`config.mk`:
```
export PLATFORM = sky130hd
export DESIGN_NAME = amber_stg_ex
export DESIGN_NICKNAME = d
export VERILOG_FILES = /design/src/rtl/amber_stg_ex.sv
export SDC_FILE = /design/constraint.sdc
export NUM_CORES = 1
export LEC_CHECK = 0
export BUFFER_PORTS_ARGS = -buffer_cell sky130_fd_sc_hd__buf_2
export CORE_MARGIN = 1.5
export CORE_UTILIZATION = 33
export DETAILED_ROUTE_END_ITERATION = 8
export PLACE_DENSITY = 0.65
export SLEW_MARGIN = 10
export SYNTH_ARGS = -nofsm -noshare
export SYNTH_HDL_FRONTEND = slang
export SYNTH_SLANG_ARGS = --single-unit
```
`constraint.sdc`:
```
create_clock -name iw_clk -period 0.8 [get_ports iw_clk]
set_input_delay 0.08 -clock iw_clk [delete_from_list [all_inputs] [get_ports iw_clk]]
set_output_delay 0.08 -clock iw_clk [all_outputs]
set_load 0.005 [all_outputs]
```
`src/rtl/amber_stg_ex.sv`:
```
// Amber EX stage: GP ALU plus trap-on-overflow arithmetic, optional TRAP_CAUSE_EN adds ow_trap_cause.
// Latency 1 cycle: every output is registered from the inputs sampled at the previous edge.
// Backpressure: iw_stall holds all registers, iw_flush turns the cycle into a bubble.
module amber_stg_ex #(
  parameter int                DATA_W      = 24,
  parameter int                ADDR_W      = 48,
  parameter logic [ADDR_W-1:0] TRAP_VECTOR = 48'h0000_0000_0100
) (
  input  logic              iw_clk,
  input  logic              iw_rst_n,
  input  logic [ADDR_W-1:0] iw_pc,
  input  logic [DATA_W-1:0] iw_instr,
  input  logic [7:0]        iw_opc,
  input  logic              iw_sgn_en,
  input  logic              iw_imm_en,
  input  logic [11:0]       iw_imm12_val,
  input  logic [3:0]        iw_tgt_gp,
  input  logic              iw_tgt_gp_we,
  input  logic [DATA_W-1:0] iw_tgt_gp_val,
  input  logic [DATA_W-1:0] iw_src_gp_val,
  input  logic              iw_flush,
  input  logic              iw_stall,
  output logic [ADDR_W-1:0] ow_pc,
  output logic [DATA_W-1:0] ow_instr,
  output logic [7:0]        ow_opc,
  output logic [3:0]        ow_tgt_gp,
  output logic              ow_tgt_gp_we,
  output logic [DATA_W-1:0] ow_result,
  output logic [3:0]        ow_flags,
  output logic              ow_branch_taken,
  output logic [ADDR_W-1:0] ow_branch_pc
`ifdef TRAP_CAUSE_EN
  ,
  output logic [2:0]        ow_trap_cause
`endif
);

  localparam logic [7:0] OPC_NOP    = 8'h00;
  localparam logic [7:0] OPC_MOV    = 8'h01;
  localparam logic [7:0] OPC_ADDUR  = 8'h02;
  localparam logic [7:0] OPC_SUBUR  = 8'h03;
  localparam logic [7:0] OPC_ANDUR  = 8'h04;
  localparam logic [7:0] OPC_ORUR   = 8'h05;
  localparam logic [7:0] OPC_XORUR  = 8'h06;
  localparam logic [7:0] OPC_SHLUR  = 8'h07;
  localparam logic [7:0] OPC_SHRUR  = 8'h08;
  localparam logic [7:0] OPC_SHRSR  = 8'h09;
  localparam logic [7:0] OPC_ADDSV  = 8'h0A;
  localparam logic [7:0] OPC_SUBSV  = 8'h0B;
  localparam logic [7:0] OPC_NEGSV  = 8'h0C;
  localparam logic [7:0] OPC_SHRSRV = 8'h0D;

  localparam int                SH_W    = $clog2(DATA_W);
  localparam int                MSB     = DATA_W - 1;
  localparam logic [DATA_W-1:0] SH_LIM  = DATA_W'(DATA_W);
  localparam logic [DATA_W-1:0] NEG_MIN = {1'b1, {(DATA_W-1){1'b0}}};

  logic [DATA_W-1:0] imm_ext;
  logic [DATA_W-1:0] op_a;
  logic [DATA_W-1:0] op_b;

  assign imm_ext = iw_sgn_en ? {{(DATA_W-12){iw_imm12_val[11]}}, iw_imm12_val}
                             : {{(DATA_W-12){1'b0}}, iw_imm12_val};
  assign op_a    = iw_tgt_gp_val;
  assign op_b    = iw_imm_en ? imm_ext : iw_src_gp_val;

  // One extra bit on each datapath holds carry/borrow or the last bit shifted out.
  logic [DATA_W:0] add_w;
  logic [DATA_W:0] sub_w;
  logic [DATA_W:0] neg_w;
  logic [DATA_W:0] shl_w;
  logic [DATA_W:0] shr_w;
  logic [DATA_W:0] sra_w;
  logic            add_ovf;
  logic            sub_ovf;
  logic            neg_ovf;
  logic            big_sh;
  logic [SH_W-1:0] shamt;
  logic [SH_W-1:0] sra_amt;

  assign add_w   = {1'b0, op_a} + {1'b0, op_b};
  assign sub_w   = {1'b0, op_a} - {1'b0, op_b};
  assign neg_w   = {(DATA_W+1){1'b0}} - {1'b0, op_a};
  assign add_ovf = (op_a[MSB] == op_b[MSB]) && (add_w[MSB] != op_a[MSB]);
  assign sub_ovf = (op_a[MSB] != op_b[MSB]) && (sub_w[MSB] != op_a[MSB]);
  assign neg_ovf = (op_a == NEG_MIN);

  // Range check uses the whole operand so large counts never alias into the 5-bit shamt.
  assign big_sh  = (op_b >= SH_LIM);
  assign shamt   = op_b[SH_W-1:0];
  assign sra_amt = big_sh ? SH_W'(DATA_W-1) : shamt;
  assign shl_w   = {1'b0, op_a} << shamt;
  assign shr_w   = {op_a, 1'b0} >> shamt;
  assign sra_w   = $signed({op_a, 1'b0}) >>> sra_amt;

  logic [DATA_W-1:0] alu_res;
  logic              alu_c;
  logic              alu_v;
  logic              is_op;
  logic              trap;

  always_comb begin
    alu_res = '0;
    alu_c   = 1'b0;
    alu_v   = 1'b0;
    is_op   = 1'b1;
    trap    = 1'b0;
    case (iw_opc)
      OPC_MOV:   alu_res = op_b;
      OPC_ADDUR, OPC_ADDSV: begin
        alu_res = add_w[DATA_W-1:0];
        alu_c   = add_w[DATA_W];
        alu_v   = add_ovf;
        trap    = (iw_opc == OPC_ADDSV) && add_ovf;
      end
      OPC_SUBUR, OPC_SUBSV: begin
        alu_res = sub_w[DATA_W-1:0];
        alu_c   = sub_w[DATA_W];
        alu_v   = sub_ovf;
        trap    = (iw_opc == OPC_SUBSV) && sub_ovf;
      end
      OPC_NEGSV: begin
        alu_res = neg_w[DATA_W-1:0];
        alu_c   = neg_w[DATA_W];
        alu_v   = neg_ovf;
        trap    = neg_ovf;
      end
      OPC_ANDUR: alu_res = op_a & op_b;
      OPC_ORUR:  alu_res = op_a | op_b;
      OPC_XORUR: alu_res = op_a ^ op_b;
      OPC_SHLUR: begin
        alu_res = big_sh ? '0 : shl_w[DATA_W-1:0];
        alu_c   = big_sh ? 1'b0 : shl_w[DATA_W];
      end
      OPC_SHRUR: begin
        alu_res = big_sh ? '0 : shr_w[DATA_W:1];
        alu_c   = big_sh ? 1'b0 : shr_w[0];
      end
      OPC_SHRSR, OPC_SHRSRV: begin
        alu_res = sra_w[DATA_W:1];
        alu_c   = sra_w[0];
        if ((iw_opc == OPC_SHRSRV) && big_sh) begin
          alu_res = '0;
          trap    = 1'b1;
        end
      end
      default:   is_op = 1'b0;
    endcase
  end

  always_ff @(posedge iw_clk or negedge iw_rst_n) begin
    if (!iw_rst_n) begin
      ow_pc           <= '0;
      ow_instr        <= '0;
      ow_opc          <= OPC_NOP;
      ow_tgt_gp       <= '0;
      ow_tgt_gp_we    <= 1'b0;
      ow_result       <= '0;
      ow_flags        <= '0;
      ow_branch_taken <= 1'b0;
      ow_branch_pc    <= '0;
    end else if (iw_stall) begin
      ow_pc           <= ow_pc;
    end else if (iw_flush) begin
      // Flags are left alone: a bubble is not an executed instruction.
      ow_pc           <= iw_pc;
      ow_instr        <= iw_instr;
      ow_opc          <= OPC_NOP;
      ow_tgt_gp       <= iw_tgt_gp;
      ow_tgt_gp_we    <= 1'b0;
      ow_result       <= '0;
      ow_branch_taken <= 1'b0;
      ow_branch_pc    <= '0;
    end else begin
      ow_pc           <= iw_pc;
      ow_instr        <= iw_instr;
      ow_opc          <= iw_opc;
      ow_tgt_gp       <= iw_tgt_gp;
      ow_tgt_gp_we    <= is_op && iw_tgt_gp_we && !trap;
      ow_result       <= alu_res;
      ow_branch_taken <= trap;
      ow_branch_pc    <= trap ? TRAP_VECTOR : '0;
      if (is_op) begin
        ow_flags <= {(alu_res == '0), alu_res[MSB], alu_c, alu_v};
      end
    end
  end

`ifdef TRAP_CAUSE_EN
  logic [2:0] cause_nxt;

  always_comb begin
    cause_nxt = 3'd0;
    if (trap) begin
      case (iw_opc)
        OPC_ADDSV: cause_nxt = 3'd1;
        OPC_SUBSV: cause_nxt = 3'd2;
        OPC_NEGSV: cause_nxt = 3'd3;
        default:   cause_nxt = 3'd4;
      endcase
    end
  end

  always_ff @(posedge iw_clk or negedge iw_rst_n) begin
    if (!iw_rst_n) begin
      ow_trap_cause <= 3'd0;
    end else if (!iw_stall) begin
      ow_trap_cause <= iw_flush ? 3'd0 : cause_nxt;
    end
  end
`endif

endmodule

```
* Word-level counts from Yosys, hierarchy flattened
Index checks and enable logic that the tools add are counted.
Widths: inputs -> output; s select.
** Storage, ports and cells
- Register bits :: 162
- Input bits :: 151
- Output and inout bits :: 162
- Logic and storage cells :: 73
** Cells by class
- Add/subtract/negate cells :: 3
- $lt $le $gt $ge :: 1
- Equality and inequality tests :: 18
- Shifts and indexed selects :: 3
- Multiplexer cells :: 20
- Bitwise logic cells :: 5
- Reductions and logical operators :: 14
** Operators with widths (count)
- $pmux 24 s10 :: 1
- $mux 24 :: 6
- $eq 8x4->1 const B :: 6
- $eq 8x3->1 const B :: 4
- $add 24x24->25 :: 1
- $shl 24x5->25 :: 1
- $shr 25x5->25 :: 1
- $sshr 25x5->25 :: 1
- $sub 1x24->25 const A :: 1
- $sub 24x24->25 :: 1
- $and 24x24->24 :: 1
- $eq 24x24->1 const B :: 1
- $ge 24x5->1 const B :: 1
- $logic_not 24->1 :: 1
- $or 24x24->24 :: 1
- $xor 24x24->24 :: 1
- $mux 9 :: 2
- $eq 8x2->1 const B :: 2
- $reduce_or 13->1 :: 1
- $eq 8x1->1 const B :: 1
- $mux 8 :: 1
- $logic_and 1x1->1 :: 7
- $mux 1 :: 6
- $pmux 1 s6 :: 1
- other kinds (9) :: 14

* Logic depth before layout (Yosys ltp)
Gate-level depths: netlist of run 1.
- Word-level depth :: 10
- Mapped depth :: 23

* Least setup slack after synthesis of run 1
OpenSTA, ideal clock, no wires.
- Path kind :: input-to-reg
- From :: in iw_imm_en
- To :: reg ow_flags[3]
- Library setup time :: 0.104 ns
- Arrival :: 4.500 ns
- Required time :: 0.696 ns
- Setup slack :: -3.804 ns
- Cell stages on the path :: 22
- Cells stage by stage :: buf_6 > buf_6 > mux2i_2 > inv_1 > buf_2 > buf_4 > buf_4 > buf_2 > ha_1 > inv_1 > fa_1 > nor2b_1 > o21ai_0 > or3b_2 > a221o_1 > o22ai_1 > o22a_1 > a21oi_1 > or4_1 > nor4_2 > nand4_1 > o41ai_2
** Between the ends
- Longest elaborated chain between the ends :: 7
** RTL lines
- start: declaration :: RTL line 15 : input logic iw_imm_en,
- $mux 24 (*) :: RTL line 65 : assign op_b = iw_imm_en ? imm_ext : iw_src_gp_val;
- $ge 24x5->1 :: RTL line 89 : assign big_sh = (op_b >= SH_LIM);
- $mux 5 :: RTL line 91 : assign sra_amt = big_sh ? SH_W'(DATA_W-1) : shamt;
- $sshr 25x5->25 :: RTL line 94 : assign sra_w = $signed({op_a, 1'b0}) >>> sra_amt;
- $mux 24 :: RTL line 142 : if ((iw_opc == OPC_SHRSRV) && big_sh) begin
- $pmux 24 s10 (*) :: RTL line 108 : case (iw_opc)
- $logic_not 24->1 (*) :: RTL line 184 : ow_flags <= {(alu_res == '0), alu_res[MSB], alu_c, alu_v};
- end signal: assignment :: RTL line 184
- end: declaration :: RTL line 29 : output logic [3:0] ow_flags,
Every way passes the cells marked *; elsewhere a longest branch is shown, timed or not.
A chain may end at the register's enable or synchronous reset.

* Final worst setup path of run 1
Ends and elaborated chain as after synthesis.

==> flow_summary.yaml, run 1 <==
outcome:
  status: "finished with violations"
  violations: "setup timing"
floorplanning:
  die_w_microns: 205.8
  dieArea_sq_um: 42360
  initial_core_util_pct: 33.32
  die_h_microns: 205.8
  core_sq_um: 40740
  rows: 74
  num_io_pins: 313
logic_synthesis:
  synth_area_sq_um: 13570
  synth-seq-cells: 114
  synth_top_cell_by_area: "dfrtp_1"
  ys_types: 91
  ys_top_cells_by_area: "dfrtp_1 21%, mux2_2 7.1%, ha_1 6.8%"
  async_reset_ff_share_pct: 100.0
  synth.top_cell.area_share_pct: 21.02
  synth_edf_count: 0
  syn_inst: 1711
  syn_area_per_cell_sq_um: 7.934
  yosysSeqAreaShare_pct: 21.02
  synth_flop_cell: "dfrtp_1"
  yosysWarnings: 0
power:
  p_comb_share_pct: 49.8
  switching_share_pct: 36.98
  p_int_w: 0.01890
  pwr-share-seq_pct: 22.1
  total_power_w: 0.03000
  p_leak_nw: 11.77
  p_clk_share_pct: 28.1
  switchingPower_w: 0.01109
  ir_drop_mv: 1.206
  power_density_nw_per_um2: 1214
setup_path:
  worst_ep_required_time_ns: 1.11
  critPathKind: "in2reg"
  critical-path-slowest-cell: "or4_1"
  slowest_delay_ns: 0.56
  reg2reg_depth: 2
  cp-end-kind: "flop"
  critPathMaxFanout: 5
  cp.arrival_ns: 4.00
  rrSetupSlack_ns: -0.17
  critPathMostFrequentCell: "buf_4"
  start_kind: "primary input"
  path_cells: "buf_12 > buf_4 > buf_6 > mux2i_4 > inv_4 > a211oi_4 > o2111ai_4 > buf_4 > o21ai_2 > a31oi_2 > a211o_1 > a2111oi_4 > o211ai_1 > or4_1 > nor4_2 > nand4_1 > o41ai_2"
placement:
  dp.cells: 2980
  placed_area_sq_um: 19960
  place.gp.congestion: 1.178
  portBuffers: 265
  pre_cts_slack_ns: -3.638
  hpwlAfterDp_mm: 59.78
timing:
  rsz0062_at_grt: "true"
  drv_slew: 0
  timing.final.crit_share_pct: 461.5
  worst_pin_slew_ns: 0.9278
  fmax_mhz: 270.9
  hold_viol_final: 0
  skew_ns: 0
  setup_violations: 192
  finalWorstSetupSlack_ns: -2.892
  hold_ws_ns: 0.05023
  post-route-min-period_ns: 3.692
  slew_headroom_pct: 38.02
global_routing:
  grt_pass1_wl_mm: 114.6
  grt_max_degree: 72
  antenna_found_initial: 1
  grt_overflow: 0
  track_usage_pct: 36.41
  grt_pass1_vias: 18286
worst_hold_path:
  min_path_cells: 4
  hp-class: "in2reg"
finish:
  fin_nets: 2909
  layout-drive-gt1-share_pct: 53.77
  nFillCells: 3396
  fin_area_sq_um: 24710
  fin_cells: 3228
  area.growth.synth_to_final_pct: 82.01
cts:
  cts.sinks: 114
  cts_root_buf: "clkbuf_16"
  cts_tree: "done"
  h-tree-depth: 4
  clkTransAtPathRegs_ns: 0.06
  clk_latency_ns: 0.42
  clockBufferDepth: 2
  numCtsBuffers: 17
run:
  cap_viol_max_count: 0
drt:
  wl_mm: 82.67
  first_pass_iters: 8
  drc: 0
  viasPerCell: 5.871
  via_count: 18952
  drt_iter0_drc: 2076
  ant_nets: 0
  routedWlPerCell_microns: 25.61
-- registers in the layout (all words and copies together), names as in the netlist --
register,flops
ow_pc,48
ow_instr,24
ow_result,24
ow_opc,8
ow_flags,4
ow_tgt_gp,4
ow_branch_pc,1
ow_tgt_gp_we,1
-- critical path, delay by kind of cell --
kind | cells | cell delay, ns
mux | 1 | 0.24
buf+inv | 5 | 0.66
compound gates | 8 | 2.05
simple gates | 3 | 0.95
-- synth_stat cells, drive strengths merged (17+ instances only) --
library cell / instances
a21oi: 140
inv: 72
mux2: 85
nor3: 48
mux4: 28
a21o: 17
nand3: 48
o21ai: 98
clkbuf: 106
buf: 86
xnor2: 32
a211oi: 44
nor2: 137
ha: 74
mux2i: 70
a31oi: 18
o211ai: 36
dfrtp: 114
nand2: 182
nor4: 18
o22ai: 20
-- final timing paths --
kind | from | endpoint
max | iw_imm_en | ow_flags[3]
min | iw_opc[6] | ow_opc[6]
max reg2reg | ow_pc[13] | ow_pc[13]
min reg2reg | ow_result[13] | ow_result[13]
max in group asynchronous | iw_rst_n | ow_pc[7]
min in group asynchronous | iw_rst_n | ow_pc[10]
-- placed cells by master (no fill, tap or decap), types with 11 or more instances in the layout --
cell           synthesis  final
mux2i_1               66     59
inv_1                 68     60
o21ai_0               92     52
conb_1                 1     47
mux2_4                 0     57
nand3_1               48     42
a211oi_2               0     12
a21oi_2                0     27
mux4_2                28     28
o211ai_1              36     36
nor3_1                48     31
a31oi_1               18     15
dlygate4sd3_1          0     79
or3_1                 14     11
buf_4                 54    641
nand2_2                0     11
a211oi_1              43     23
buf_12                 0     18
nand2_1              182    166
buf_2                 18    247
nand4_1               12     12
mux2_2                85     28
a211o_1               14     14
ha_4                   0     12
buf_6                  2    101
xnor2_1               32     25
nor2_1               134    119
ha_1                  74     58
dfrtp_1              114    113
o21ai_1                6     14
a21o_1                17     14
o22ai_1               20     18
o21ai_2                0     29
a21oi_1              140    107
clkbuf_16              0     19
-- cell type report --
| class | instances | area (sq um) | area share (%) |
|---|---|---|---|
| antenna | 1 | 2.502 | 0.01013 |
| clock buffer | 19 | 452.9 | 1.833 |
| clock inverter | 13 | 196.4 | 0.7951 |
| inverter | 73 | 281.5 | 1.139 |
| multi-input combinational | 1378 | 11650 | 47.14 |
| sequential | 114 | 2854 | 11.55 |
| tap | 532 | 665.6 | 2.694 |
| timing repair buffer | 1098 | 8606 | 34.83 |
-- power by group through the flow --
stage               registers, W  clock network (W)  logic (W)
finish                   0.00662            0.00844     0.0149
global route             0.00663            0.00879     0.0156
CTS                      0.00651            0.00835     0.0134
detailed placement       0.00660                  0     0.0117
global placement         0.00656                  0     0.0116
floorplan                0.00662                  0    0.00585
-- routing by layer --
layer	track usage [%]	up-vias	share of wire, %
li1	-	8184	-
met1	44.22	8993	37
met2	57.66	1430	44
met3	8.315	345	11
met4	23.84	0	7.7
met5	0	-	0
-- logic make-up (layout without fill, tap and decap cells) --
family / Yosys count / in the layout / share of synthesized area [%]
mux: 183 / 183 / 17.16
buf+inv: 265 / 1203 / 9.098
compound gates: 522 / 522 / 25.79
xor+xnor: 35 / 35 / 2.258
simple gates: 515 / 515 / 17.53
other cells: 1 / 48 / 0.02763
fa+ha+maj: 76 / 76 / 7.116
flops: 114 / 114 / 21.02
-- metrics by stage --
| step | utilization (%) | setup TNS (ns) |
|---|---|---|
| final | 60.65 | -96.56 |
| after global routing | 60.64 | -102.16 |
| after CTS | 57.81 | -91.29 |
| after detailed placement | 49.00 | -159.67 |
| after global placement | 49.00 | -153.95 |
| after floorplan | - | -72.53 |
-- timing repair --
item,CTS,global route
endpoints found under the setup margin,223,180
cloned,4,2
hold endpoints to repair,193,0
hold buffers,80,0
pin swaps,77,88
resized for setup,298,186
buffers inserted,97,63
Note: power is estimated with default switching activity, not from simulation.
==> run 2: changes to the inputs <==
--- a/config.mk
+++ b/config.mk
@@ -8,6 +8,7 @@
 export BUFFER_PORTS_ARGS = -buffer_cell sky130_fd_sc_hd__buf_2
 export CORE_MARGIN = 1.5
 export CORE_UTILIZATION = 33
+export CTS_BUF_LIST = sky130_fd_sc_hd__clkbuf_4 sky130_fd_sc_hd__clkbuf_8
 export DETAILED_ROUTE_END_ITERATION = 8
 export PLACE_DENSITY = 0.65
 export SLEW_MARGIN = 10
==> run 2 against run 1 <==
Effect of this change: critical path depth is 4 higher; via count down 0.65%; register-to-register slack better by 0.04 ns; die area stayed put; wire length decreased by 3.1%; utilization fell by 1.7 points; highest routed layer unchanged; critical path type unchanged; the flow still finishes with violations (setup timing); flip-flop and latch count unchanged; first-iteration DRC count is 1.3% lower; count of clock-buffer cells in the layout did not move; design area shrank 2.7%; sequential share of layout area rose by 0.32 points.
==> flow_summary.yaml, run 2 (same netlist as run 1, synthesis figures left out) <==
placement:
  dp.cells: 2980
  hpwlAfterDp_mm: 59.78
  placed_area_sq_um: 19960
  portBuffers: 265
  place.gp.congestion: 1.178
  pre_cts_slack_ns: -3.638
floorplanning:
  num_io_pins: 313
  die_h_microns: 205.8
  initial_core_util_pct: 33.32
  dieArea_sq_um: 42360
  die_w_microns: 205.8
  rows: 74
  core_sq_um: 40740
cts:
  clkTransAtPathRegs_ns: 0.08
  clk_latency_ns: 0.44
  cts_tree: "done"
  clockBufferDepth: 2
  cts_root_buf: "clkbuf_8"
  h-tree-depth: 4
  numCtsBuffers: 17
  cts.sinks: 114
timing:
  hold_viol_final: 0
  post-route-min-period_ns: 3.564
  drv_slew: 0
  worst_pin_slew_ns: 0.8890
  slew_headroom_pct: 40.61
  fmax_mhz: 280.6
  rsz0062_at_grt: "true"
  timing.final.crit_share_pct: 445.5
  skew_ns: 0
  setup_violations: 181
  finalWorstSetupSlack_ns: -2.764
global_routing:
  track_usage_pct: 35.23
  grt_pass1_vias: 17960
  antenna_found_initial: 0
  grt_max_degree: 72
  grt_overflow: 0
  grt_pass1_wl_mm: 111.2
finish:
  fin_cells: 3204
  layout_commonest_cell: "buf_4"
  final_cell_mix: "635 x buf_4, 248 x buf_2, 171 x nand2_1, 121 x nor2_1, 114 x dfrtp_1"
  antenna_cells: 0
  nFillCells: 3499
  fin_area_sq_um: 24030
  largestRegisters: "ow_pc x48, ow_instr x24, ow_result x24"
  layout-drive-gt1-share_pct: 52.02
  largest_register_ffs: 48
  area.growth.synth_to_final_pct: 77.01
  regMostFlops: "ow_pc"
  fin_nets: 2886
setup_path:
  cp-end-kind: "flop"
  critPathKind: "in2reg"
  worst_ep_required_time_ns: 1.14
  start_kind: "primary input"
  cp.arrival_ns: 3.91
  r2r_end: "ow_pc[5]"
  reg2reg_depth: 2
  r2r-start: "ow_pc[5]"
  rrSetupSlack_ns: -0.13
  critPathMaxFanout: 5
drt:
  drt_iter0_drc: 2048
  first_pass_iters: 6
  wl_mm: 80.11
  drc: 0
  via_count: 18828
  ant_nets: 0
  routedWlPerCell_microns: 25.00
  viasPerCell: 5.876
power:
  power_density_nw_per_um2: 1139
  switching_share_pct: 38.32
  p_clk_share_pct: 23.0
  p_int_w: 0.01688
  switchingPower_w: 0.01049
  pwr-share-seq_pct: 23.9
  p_comb_share_pct: 53.1
  ir_drop_mv: 0.9709
  p_leak_nw: 11.38
outcome:
  violations: "setup timing"
  status: "finished with violations"
run:
  cap_viol_max_count: 0
worst_hold_path:
  hp-class: "in2async"
-- run 2: how the worst max path moves through the flow --
stage | start | endpoint | cells after the start
global placement | iw_imm_en | ow_flags[3] | 16
global route | iw_imm_en | ow_flags[3] | 21
CTS | iw_imm_en | ow_flags[3] | 21
floorplan | iw_imm_en | ow_flags[3] | 23
detailed placement | iw_imm_en | ow_flags[3] | 18
finish | iw_imm_en | ow_flags[3] | 21
-- run 2: timing repair --
item,4_1_cts,5_1_grt
cloned,1,3
setup endpoints to repair,204,226
endpoints found under the hold margin,196,0
buffers inserted,41,81
gates resized for setup,210,197
pin swaps,57,64
hold buffers,83,0
-- run 2: critical path, cell delays in order --
cell      delay (ns)
buf_12          0.12
mux2i_4         0.18
inv_2           0.08
ha_4            0.14
inv_2           0.04
fa_2            0.39
nor2b_4         0.14
o21ai_1         0.11
or3b_4          0.41
buf_6           0.14
a221o_1         0.39
buf_6           0.16
a21oi_4         0.14
a221oi_2        0.09
xnor2_1         0.15
a221oi_2        0.22
buf_4           0.17
nand3_1         0.08
nor4_2          0.19
nand4_1         0.24
o41ai_2         0.26
-- run 2: routing by layer --
metal  global-route usage [%]  up-vias  routed length, microns
li1                         -     8126                       -
met1                    42.73     9054                   29990
met2                    56.23     1332                   35570
met3                    7.824      316                    8710
met4                    22.62        0                    5841
met5                        0        -                       0
-- run 2: stage by stage --
stage / hold WS, ns / utilization (%) / setup TNS [ns] / total power (W)
finish: 0.05924 / 58.98 / -96.13 / 0.02737
global route: 0.06896 / 58.98 / -103.18 / 0.02842
CTS: 0.02557 / 55.41 / -124.59 / 0.02573
detailed placement: -0.01053 / 49.00 / -159.67 / 0.01833
global placement: -0.01277 / 49.00 / -153.95 / 0.01820
floorplan: -0.2156 / - / -72.53 / 0.01247
-- run 2: area by class of cell --
| cell class | count | area, sq um | share of cell area [%] |
|---|---|---|---|
| Multi-Input combinational cell | 1378 | 11460 | 47.71 |
| Inverter | 73 | 281.5 | 1.172 |
| Clock buffer | 19 | 261.5 | 1.088 |
| Sequential cell | 114 | 2853 | 11.87 |
| Tap cell | 532 | 665.6 | 2.770 |
| Clock inverter | 13 | 196.4 | 0.8175 |
| Timing Repair Buffer | 1075 | 8307 | 34.57 |
-- run 2: power groups by stage --
| stage | logic (W) | registers (W) | clock network [W] |
|---|---|---|---|
| after floorplan | 0.00585 | 0.00662 | 0 |
| after global placement | 0.0116 | 0.00656 | 0 |
| after detailed placement | 0.0117 | 0.00660 | 0 |
| after CTS | 0.0130 | 0.00649 | 0.00628 |
| after global routing | 0.0152 | 0.00658 | 0.00663 |
| final | 0.0145 | 0.00655 | 0.00628 |
